<file path="src/rtl/vga_scene_renderer.sv">
// Three-stage pixel colour pipeline: rectangle table lookup, 16x16 sprite overlay,
// and a frame-counted fade tint toward a game-over or win colour.
module vga_scene_renderer #(
    parameter int unsigned NUM_RECTS = 16,
    parameter int unsigned COORD_W = 10,
    parameter int unsigned COLOR_W = 8,
    parameter logic [3*COLOR_W-1:0] BG_COLOR = 24'hC0C0C0,
    parameter logic [3*COLOR_W-1:0] SPRITE_COLOR = 24'h0000FF,
    parameter logic [255:0] SPRITE_MASK = 256'h0
) (
    input  logic                         clk,
    input  logic                         rst,
    input  logic [COORD_W-1:0]           pix_x,
    input  logic [COORD_W-1:0]           pix_y,
    input  logic                         pix_active,
    input  logic                         frame_start,
    input  logic [COORD_W-1:0]           player_x,
    input  logic [COORD_W-1:0]           player_y,
    input  logic [2:0]                   game_state,
    input  logic                         wr_en,
    input  logic [$clog2(NUM_RECTS)-1:0] wr_idx,
    input  logic [COORD_W-1:0]           wr_x0,
    input  logic [COORD_W-1:0]           wr_x1,
    input  logic [COORD_W-1:0]           wr_y0,
    input  logic [COORD_W-1:0]           wr_y1,
    input  logic [3*COLOR_W-1:0]         wr_color,
    input  logic                         wr_vld,
    output logic [COLOR_W-1:0]           vga_r,
    output logic [COLOR_W-1:0]           vga_g,
    output logic [COLOR_W-1:0]           vga_b,
    output logic                         active_out
);

    localparam logic [2:0] STATE_RUNNING   = 3'd0;
    localparam logic [2:0] STATE_GAME_OVER = 3'd1;
    localparam logic [2:0] STATE_WIN       = 3'd2;
    localparam logic [2:0] K_MAX           = 3'd4;

    // Tint targets are given as 8-bit channels; rescale them to COLOR_W.
    function automatic logic [COLOR_W-1:0] scale8(input int unsigned v);
        return COLOR_W'((v * ((1 << COLOR_W) - 1)) / 255);
    endfunction

    function automatic logic [COLOR_W-1:0] blend(input logic [COLOR_W-1:0] base,
                                                 input logic [COLOR_W-1:0] tgt,
                                                 input logic [2:0]         k);
        logic [COLOR_W+2:0] acc;
        acc = (COLOR_W+3)'(base) * (COLOR_W+3)'(K_MAX - k) + (COLOR_W+3)'(tgt) * (COLOR_W+3)'(k);
        return acc[COLOR_W+1:2];
    endfunction

    // Rectangle table
    logic [COORD_W-1:0]   rect_x0 [NUM_RECTS];
    logic [COORD_W-1:0]   rect_x1 [NUM_RECTS];
    logic [COORD_W-1:0]   rect_y0 [NUM_RECTS];
    logic [COORD_W-1:0]   rect_y1 [NUM_RECTS];
    logic [3*COLOR_W-1:0] rect_color [NUM_RECTS];
    logic [NUM_RECTS-1:0] rect_vld_q;

    logic wr_ok;
    assign wr_ok = wr_en && (int'(wr_idx) < int'(NUM_RECTS));

    always_ff @(posedge clk or posedge rst) begin
        if (rst) begin
            rect_vld_q <= '0;
        end else if (wr_ok) begin
            rect_vld_q[wr_idx] <= wr_vld;
        end
    end

    // Geometry needs no reset: entries are masked by rect_vld_q until written.
    always_ff @(posedge clk) begin
        if (wr_ok) begin
            rect_x0[wr_idx]    <= wr_x0;
            rect_x1[wr_idx]    <= wr_x1;
            rect_y0[wr_idx]    <= wr_y0;
            rect_y1[wr_idx]    <= wr_y1;
            rect_color[wr_idx] <= wr_color;
        end
    end

    // Per-frame state: sprite shadow position, fade level, latched game state
    logic [COORD_W-1:0] spr_x_q, spr_y_q;
    logic [2:0]         k_q;
    logic [2:0]         state_q;
    logic               running;

    assign running = (game_state != STATE_GAME_OVER) && (game_state != STATE_WIN);

    always_ff @(posedge clk or posedge rst) begin
        if (rst) begin
            spr_x_q <= '0;
            spr_y_q <= '0;
            k_q     <= '0;
            state_q <= STATE_RUNNING;
        end else if (frame_start) begin
            spr_x_q <= player_x;
            spr_y_q <= player_y;
            state_q <= game_state;
            if (running) begin
                k_q <= '0;
            end else if (k_q < K_MAX) begin
                k_q <= k_q + 3'd1;
            end
        end
    end

    // Stage 1: register pixel
    logic [COORD_W-1:0] s1_x_q, s1_y_q;
    logic               s1_active_q;

    always_ff @(posedge clk or posedge rst) begin
        if (rst) begin
            s1_x_q      <= '0;
            s1_y_q      <= '0;
            s1_active_q <= 1'b0;
        end else begin
            s1_x_q      <= pix_x;
            s1_y_q      <= pix_y;
            s1_active_q <= pix_active;
        end
    end

    // Stage 2: table priority select and sprite hit
    logic [3*COLOR_W-1:0] hit_color;
    logic [COORD_W:0]     spr_dx, spr_dy;
    logic                 spr_hit;

    always_comb begin
        hit_color = BG_COLOR;
        // Ascending scan so the highest hitting index wins.
        for (int i = 0; i < int'(NUM_RECTS); i++) begin
            if (rect_vld_q[i] &&
                s1_x_q >= rect_x0[i] && s1_x_q <= rect_x1[i] &&
                s1_y_q >= rect_y0[i] && s1_y_q <= rect_y1[i]) begin
                hit_color = rect_color[i];
            end
        end
    end

    always_comb begin
        spr_dx  = {1'b0, s1_x_q} - {1'b0, spr_x_q};
        spr_dy  = {1'b0, s1_y_q} - {1'b0, spr_y_q};
        spr_hit = (spr_dx[COORD_W:4] == '0) && (spr_dy[COORD_W:4] == '0) &&
                  SPRITE_MASK[{spr_dy[3:0], spr_dx[3:0]}];
    end

    logic [3*COLOR_W-1:0] s2_color_q;
    logic                 s2_sprite_q;
    logic                 s2_active_q;

    always_ff @(posedge clk or posedge rst) begin
        if (rst) begin
            s2_color_q  <= '0;
            s2_sprite_q <= 1'b0;
            s2_active_q <= 1'b0;
        end else begin
            s2_color_q  <= hit_color;
            s2_sprite_q <= spr_hit;
            s2_active_q <= s1_active_q;
        end
    end

    // Stage 3: overlay, tint, blanking
    logic [3*COLOR_W-1:0] base, tgt;
    logic [COLOR_W-1:0]   r_d, g_d, b_d;

    always_comb begin
        base = s2_sprite_q ? SPRITE_COLOR : s2_color_q;
        unique case (state_q)
            STATE_GAME_OVER: tgt = {scale8(255), scale8(0), scale8(0)};
            STATE_WIN:       tgt = {scale8(255), scale8(215), scale8(0)};
            default:         tgt = base;
        endcase
        r_d = '0;
        g_d = '0;
        b_d = '0;
        if (s2_active_q) begin
            r_d = blend(base[3*COLOR_W-1 -: COLOR_W], tgt[3*COLOR_W-1 -: COLOR_W], k_q);
            g_d = blend(base[2*COLOR_W-1 -: COLOR_W], tgt[2*COLOR_W-1 -: COLOR_W], k_q);
            b_d = blend(base[COLOR_W-1:0], tgt[COLOR_W-1:0], k_q);
        end
    end

    always_ff @(posedge clk or posedge rst) begin
        if (rst) begin
            vga_r      <= '0;
            vga_g      <= '0;
            vga_b      <= '0;
            active_out <= 1'b0;
        end else begin
            vga_r      <= r_d;
            vga_g      <= g_d;
            vga_b      <= b_d;
            active_out <= s2_active_q;
        end
    end

endmodule

</file>
<file path="config.mk">
export PLATFORM = sky130hd
export DESIGN_NAME = vga_scene_renderer
export DESIGN_NICKNAME = d
export VERILOG_FILES = /design/src/rtl/vga_scene_renderer.sv
export SDC_FILE = /design/constraint.sdc
export NUM_CORES = 2
export LEC_CHECK = 0
export BUFFER_PORTS_ARGS = -buffer_cell sky130_fd_sc_hd__buf_2
export CAP_MARGIN = 10
export CORE_ASPECT_RATIO = 0.8
export CORE_MARGIN = 10
export CORE_UTILIZATION = 40
export CTS_CLUSTER_SIZE = 8
export DETAILED_ROUTE_END_ITERATION = 16
export GPL_ROUTABILITY_DRIVEN = 0
export MAX_ROUTING_LAYER = met4
export SYNTH_ARGS = -nofsm -noshare
export SYNTH_HDL_FRONTEND = slang
export SYNTH_SLANG_ARGS = --single-unit
export TNS_END_PERCENT = 20
</file>
<file path="constraint.sdc">
create_clock -name clk -period 13.3 [get_ports clk]
set_clock_uncertainty 0.05 [all_clocks]
set_input_delay 0.665 -clock clk [delete_from_list [all_inputs] [get_ports clk]]
set_output_delay 0.665 -clock clk [all_outputs]
set_load 0.03 [all_outputs]
</file>
# --- Word-level counts from Yosys, hierarchy flattened ---
# Memories as Yosys holds them, arrays and structs flattened.
# Index checks and enable logic that the tools add are counted.
word_totals:
  inputBits: 117
  ram_bits: 1024
  rom_bits: 256
  output_inout_bits: 25
  elab_cells: 207
  n_memories: 6
  regBits: 114
op_classes:
  add_sub_neg: 7
  eq_ne: 4
  n_reduce_logical: 72
  mux: 29
  n_mul: 6
  order_cmp: 68
mem_list:
  columns: ["memory", "depth", "width", "read_ports", "rd_ports_with_merged_regs", "write_ports", "line", "source"]
  rows:
  - ["rect_color", 16, 24, 16, 0, 1, "57", "logic [3*COLOR_W-1:0] rect_color [NUM_RECTS];"]
  - ["(name not given)", 256, 1, 1, 0, 0, "145", "SPRITE_MASK[{spr_dy[3:0], spr_dx[3:0]}];"]
  - ["rect_x0", 16, 10, 16, 0, 1, "53", "logic [COORD_W-1:0] rect_x0 [NUM_RECTS];"]
  - ["rect_x1", 16, 10, 16, 0, 1, "54", "logic [COORD_W-1:0] rect_x1 [NUM_RECTS];"]
  - ["rect_y0", 16, 10, 16, 0, 1, "55", "logic [COORD_W-1:0] rect_y0 [NUM_RECTS];"]
  - ["rect_y1", 16, 10, 16, 0, 1, "56", "logic [COORD_W-1:0] rect_y1 [NUM_RECTS];"]
ops:
  columns: ["operator", "count"]
  rows:
  - ["$mux W24", 17]
  - ["$ge A10 B10 Y1", 32]
  - ["$le A10 B10 Y1", 32]
  - ["$logic_and A1 B1 Y1", 68]
  - ["$pmux W24 S2", 1]
  - ["$add A10 B10 Y10", 3]
  - ["$mul A8 B3 Y10", 3]
  - ["$mux W8", 3]
  - ["$mul A8 B11 Y10", 2]
  - ["$sub A10 B10 Y11", 2]
  - ["$bwmux W16", 1]
  - ["$logic_not A7 Y1", 2]
  - ["$mul A9 B4 Y10", 1]
  - ["$lt A8 B9 Y1 const B", 1]
  - ["$mux W3", 2]
  - ["$lt A4 B5 Y1 const B", 1]
  - ["$demux W1 S4", 1]
  - ["$ge A4 B1 Y1 const B", 1]
  - ["$mux W1", 4]
  - ["$sub A3 B3 Y4 const A", 1]
  - ["$add A3 B1 Y3 const B", 1]
  - ["$eq A3 B1 Y1 const B", 1]
  - ["$eq A3 B2 Y1 const B", 1]
  - ["$lt A3 B3 Y1 const B", 1]
  - ["other kinds (4)", 4]

# --- Depth between registers and ports, before layout ---
depth:
  ltp_word: 21
  mapped_depth: 23
  ltp_nobuf: 21

# --- Worst setup path before layout ---
# No wires, ideal clock.
synth_path:
  path_type: "input to register"
  startpoint: "input wr_idx[3]"
  endpoint: "register rect_vld_q[0]"
  path_buffers: 0
  path_slack_ns: 6.855
  required_ns: 13.163
  arrival_ns: 6.308
  cell_stages: 3
  setup_ns: 0.087
  cell_sequence: "or3b_2 nor3_1 mux2_2"
synth_between:
  elab_chain_cells: 5
  elab_cells_between_ends: 6
  cone_classes: "order compare: 2; mux: 3; reduce/logical: 1"
synth_rtl:
  columns: ["element", "line", "source"]
  rows:
  - ["from (decl)", "21", "input logic [$clog2(NUM_RECTS)-1:0] wr_idx,"]
  - ["$lt A4 B5 Y1 (implied by the code) or $ge A4 B1 Y1 (tied branches)", "67", "rect_vld_q[wr_idx] <= wr_vld;"]
  - ["$logic_and A1 B1 Y1 (implied by the code)", "67", null]
  - ["$mux W1 (implied by the code)", "67", null]
  - ["$demux W1 S4 (*)", "67", null]
  - ["$bwmux W16 (*)", "67", null]
  - ["to (signal, indexed assignment)", "67", null]
  - ["to (decl)", "58", "logic [NUM_RECTS-1:0] rect_vld_q;"]
# Mark *: on every way between the ends. The rest lies on a longest branch, timed or not.
# A chain may end at the register's enable or synchronous reset.

# --- Worst setup path in the final report ---
layout_path:
  startpoint: "register k_q[1]"
  endpoint: "register vga_g[7]"
layout_between:
  elab_chain_cells: 4
  elab_cells_between_ends: 5
  cone_classes: "add/sub: 2; mul: 2; mux: 1"
layout_rtl:
  columns: ["element", "line", "source"]
  rows:
  - ["from (decl)", "84", "logic [2:0] k_q;"]
  - ["from (signal assigned)", "103", "k_q <= k_q + 3'd1;"]
  - ["$sub A3 B3 Y4", "48", "acc = (COLOR_W+3)'(base) * (COLOR_W+3)'(K_MAX - k) + (COLOR_W+3)'(tgt) * (COLOR_W+3)'(k);"]
  - ["$mul A8 B11 Y10", "48", null]
  - ["$add A10 B10 Y10 (*)", "48", null]
  - ["$mux W8 (*)", "178", "if (s2_active_q) begin"]
  - ["net g_d[7]", "166", "logic [COLOR_W-1:0] r_d, g_d, b_d;"]
  - ["to (signal assigned)", "193", "vga_g <= g_d;"]
  - ["to (decl)", "29", "output logic [COLOR_W-1:0] vga_g,"]
# Mark *: on every way through the listed nets, which the timed path passes. The rest lies on a longest branch.

==> results.cfg <==
[critical_path]
critical_path.max_fanout = 17
cp_cell_sequence = clkinv_1 > ha_1 > buf_4 > nand2_1 > fa_1 > inv_1 > ha_1 > inv_1 > fa_1 > fa_1 > fa_1 > inv_1 > ha_1 > a21o_1 > a21o_1 > a21oi_1 > o21bai_1 > a21oi_1 > xnor2_1 > and2_1
cpMostUsedCell = fa_1
cp.arrival_ps = 6720
cp_slowest_cell = ha_1
cpPeakStageDelay_ps = 630
crit_type = flop to flop
cp-start-kind = flop
endpoint_kind = flop
cp.required_ps = 13910
r2r_cells = 20

[cells_and_area]
fin_cells = 6872
nets = 5807
areaGrowthSynthToFinish_pct = 14.1
n_fill_cell = 12704
seq_area_sq_um = 33100
multiInputGateArea_sq_um = 22000
layout-drive-gt1-share = 0.0945

[power]
powerDensity_nw_per_um2 = 134
max-vdd-ir-drop_v = 0.000142
leakage_nw = 28.1

[routing]
drt-pass1-iter-count = 5
viasPerCell = 5.26
wirelength_um = 148000
ant_nets = 0
routedWlPerCell_um = 21.6
via_count = 36116
drc_errors = 0
dr.first_iter.drc_count = 2798

[timing]
rsz0062_at_grt = no
max_freq_mhz = 164
drv_slew = 0
fin_setup_tns_ps = 0
setup_violations = 0
period_share = 0.460
min_period_ps = 6110
finalWorstSetupSlack_ps = 7190
hold_violations = 0
worst_slew_pin_slew_ps = 1210
relSlewSlack = 0.187

[grt]
grt_max_degree = 58
grt_pass1_vias = 36271
grt_usage = 0.188
grt_pass1_wl_um = 224000
antenna_found_initial = 30
gr-total-overflow = 0

[yosys]
synth_edf_count = 1024
synth_flop_cell = edfxtp_1
synth_cells = 4562
avgSynthCellArea_sq_um = 12.8
ys.warnings.count = 0
async_flop_share = 0.0833
synth_nets = 5504
mappedNetlistArea_sq_um = 58300
synth_cell_types = 86
synth-seq-cells = 1117
ys_seq_area_frac = 0.567

[placement]
portBuffers = 121
pre_cts_slack_ps = 7220
hpwl_um = 91800
dp.cells = 6588

[job]
drv_cap = 0

[outcome]
status = complete, no violations

[clock_network]
cts_made_buffers = 158
clk_latency_ps = 770
cts_tree = yes
root_buffer = clkbuf_16
cts_resized = 0
htree_levels = 4
cts.sinks = 1117
cts_buffer_depth = 3
path_clk_slew_ps = 50

[die]
core_area_sq_um = 145000
dieHeight_um = 362
boundaryPins = 142
start_util = 0.402
rows = 125
fp.dieW_um = 447
dieArea_sq_um = 162000

[min_path]
holdCritPathClass = input pin to flop
min_path_cells = 2
-- metrics by stage --
stage                     utilization  area (sq um)  power, mW  hold WS, ps
final                           0.459         66600       8.91         91.3
after global placement          0.426         61700       5.21          283
after CTS                       0.459         66500       9.00         35.4
after detailed placement        0.426         61700       5.24          287
after floorplan                     -         58300       4.82          281
after global routing            0.459         66600       9.28         62.8
-- power by group --
part	total [mW]	switching, mW	leakage, nW	internal [mW]
Combinational	1.12	0.713	15.5	0.412
Clock	3.75	1.51	2.19	2.24
Sequential	4.04	0.0722	10.4	3.97
Total	8.91	2.29	28.1	6.62
-- synthesized netlist by cell type (64+ instances only) --
| library cell | number | area share |
|---|---|---|
| a21o_1 | 65 | 0.0084 |
| ha_1 | 708 | 0.15 |
| a21oi_1 | 173 | 0.015 |
| a211oi_1 | 71 | 0.0091 |
| edfxtp_1 | 1024 | 0.53 |
| inv_1 | 837 | 0.054 |
| nand2_1 | 186 | 0.012 |
| o21ai_0 | 153 | 0.013 |
| nor2_1 | 175 | 0.011 |
| fa_1 | 117 | 0.040 |
| nand4_1 | 64 | 0.0069 |
| and2_1 | 98 | 0.011 |
| dfrtp_1 | 93 | 0.040 |
-- cell usage in the layout (no fill, tap or decap), types with 70 or more instances in the layout --
cell type,Yosys,final
and2_1,98,98
dfrtp_1,93,76
a211oi_1,71,70
clkbuf_1,56,70
fa_1,117,117
ha_1,708,708
clkbuf_16,0,162
buf_2,12,121
edfxtp_1,1024,1024
o21ai_0,153,153
a21oi_1,173,173
nand2_1,186,186
nor2_1,175,162
inv_1,837,835
buf_4,2,72
-- flip-flops by register name, indices dropped and copies added (netlist names), 10 cells and up --
signal	cells
rect_color	384
rect_vld_q	16
rect_x0	160
rect_x1	160
rect_y0	160
rect_y1	160
s1_x_q	10
s1_y_q	10
s2_color_q	24
-- kinds of logic after synthesis --
family,synth area share
flops,0.567
mux,0.00639
simple gates,0.0693
fa+ha+maj,0.192
xor+xnor,0.00841
compound gates,0.0977
buf+inv,0.0592
-- critical path, delay by kind of cell (launching register included) --
family | cells | cell delay [ps]
buf+inv | 5 | 900
compound gates | 5 | 850
xor+xnor | 1 | 80
flops | 1 | 620
simple gates | 2 | 270
fa+ha+maj | 7 | 3240
-- metal layers --
layer	wire (um)	up-vias	GRT usage	share of wire
li1	-	17078	-	-
met3	10200	221	0.0316	0.069
met1	69700	17761	0.264	0.47
met4	3060	0	0.0462	0.021
met5	0	-	-	0
met2	65400	1056	0.284	0.44
-- path summary, 6_finish.rpt --
check,from,end,slack (ps)
setup / recovery,k_q[1]$_DFFE_PP0P_,vga_g[7]$_DFF_PP0_,7190
hold / removal,game_state[2],state_q[2]$_DFFE_PP0P_,90
setup reg to reg,k_q[1]$_DFFE_PP0P_,vga_g[7]$_DFF_PP0_,7190
hold reg to reg,s1_active_q$_DFF_PP0_,s2_active_q$_DFF_PP0_,300
max in group asynchronous,rst,s1_x_q[5]$_DFF_PP0_,11330
min in group asynchronous,rst,vga_g[3]$_DFF_PP0_,550
-- what timing repair did --
item                                   4_1_cts  5_1_grt
hold buffers                                22        0
buffers inserted                             0        0
endpoints found under the hold margin       65        0
-- layout make-up --
| cell class | count | area share |
|---|---|---|
| clock inverters | 12 | 0.00376 |
| clock buffers | 233 | 0.0650 |
| repair buffers | 215 | 0.0205 |
| flip-flops and latches | 1117 | 0.497 |
| multi-input cells | 2533 | 0.330 |
| diodes | 17 | 0.000639 |
| inverters | 840 | 0.0474 |
| well taps | 1905 | 0.0358 |
Note: power is estimated with default switching activity, not from simulation.
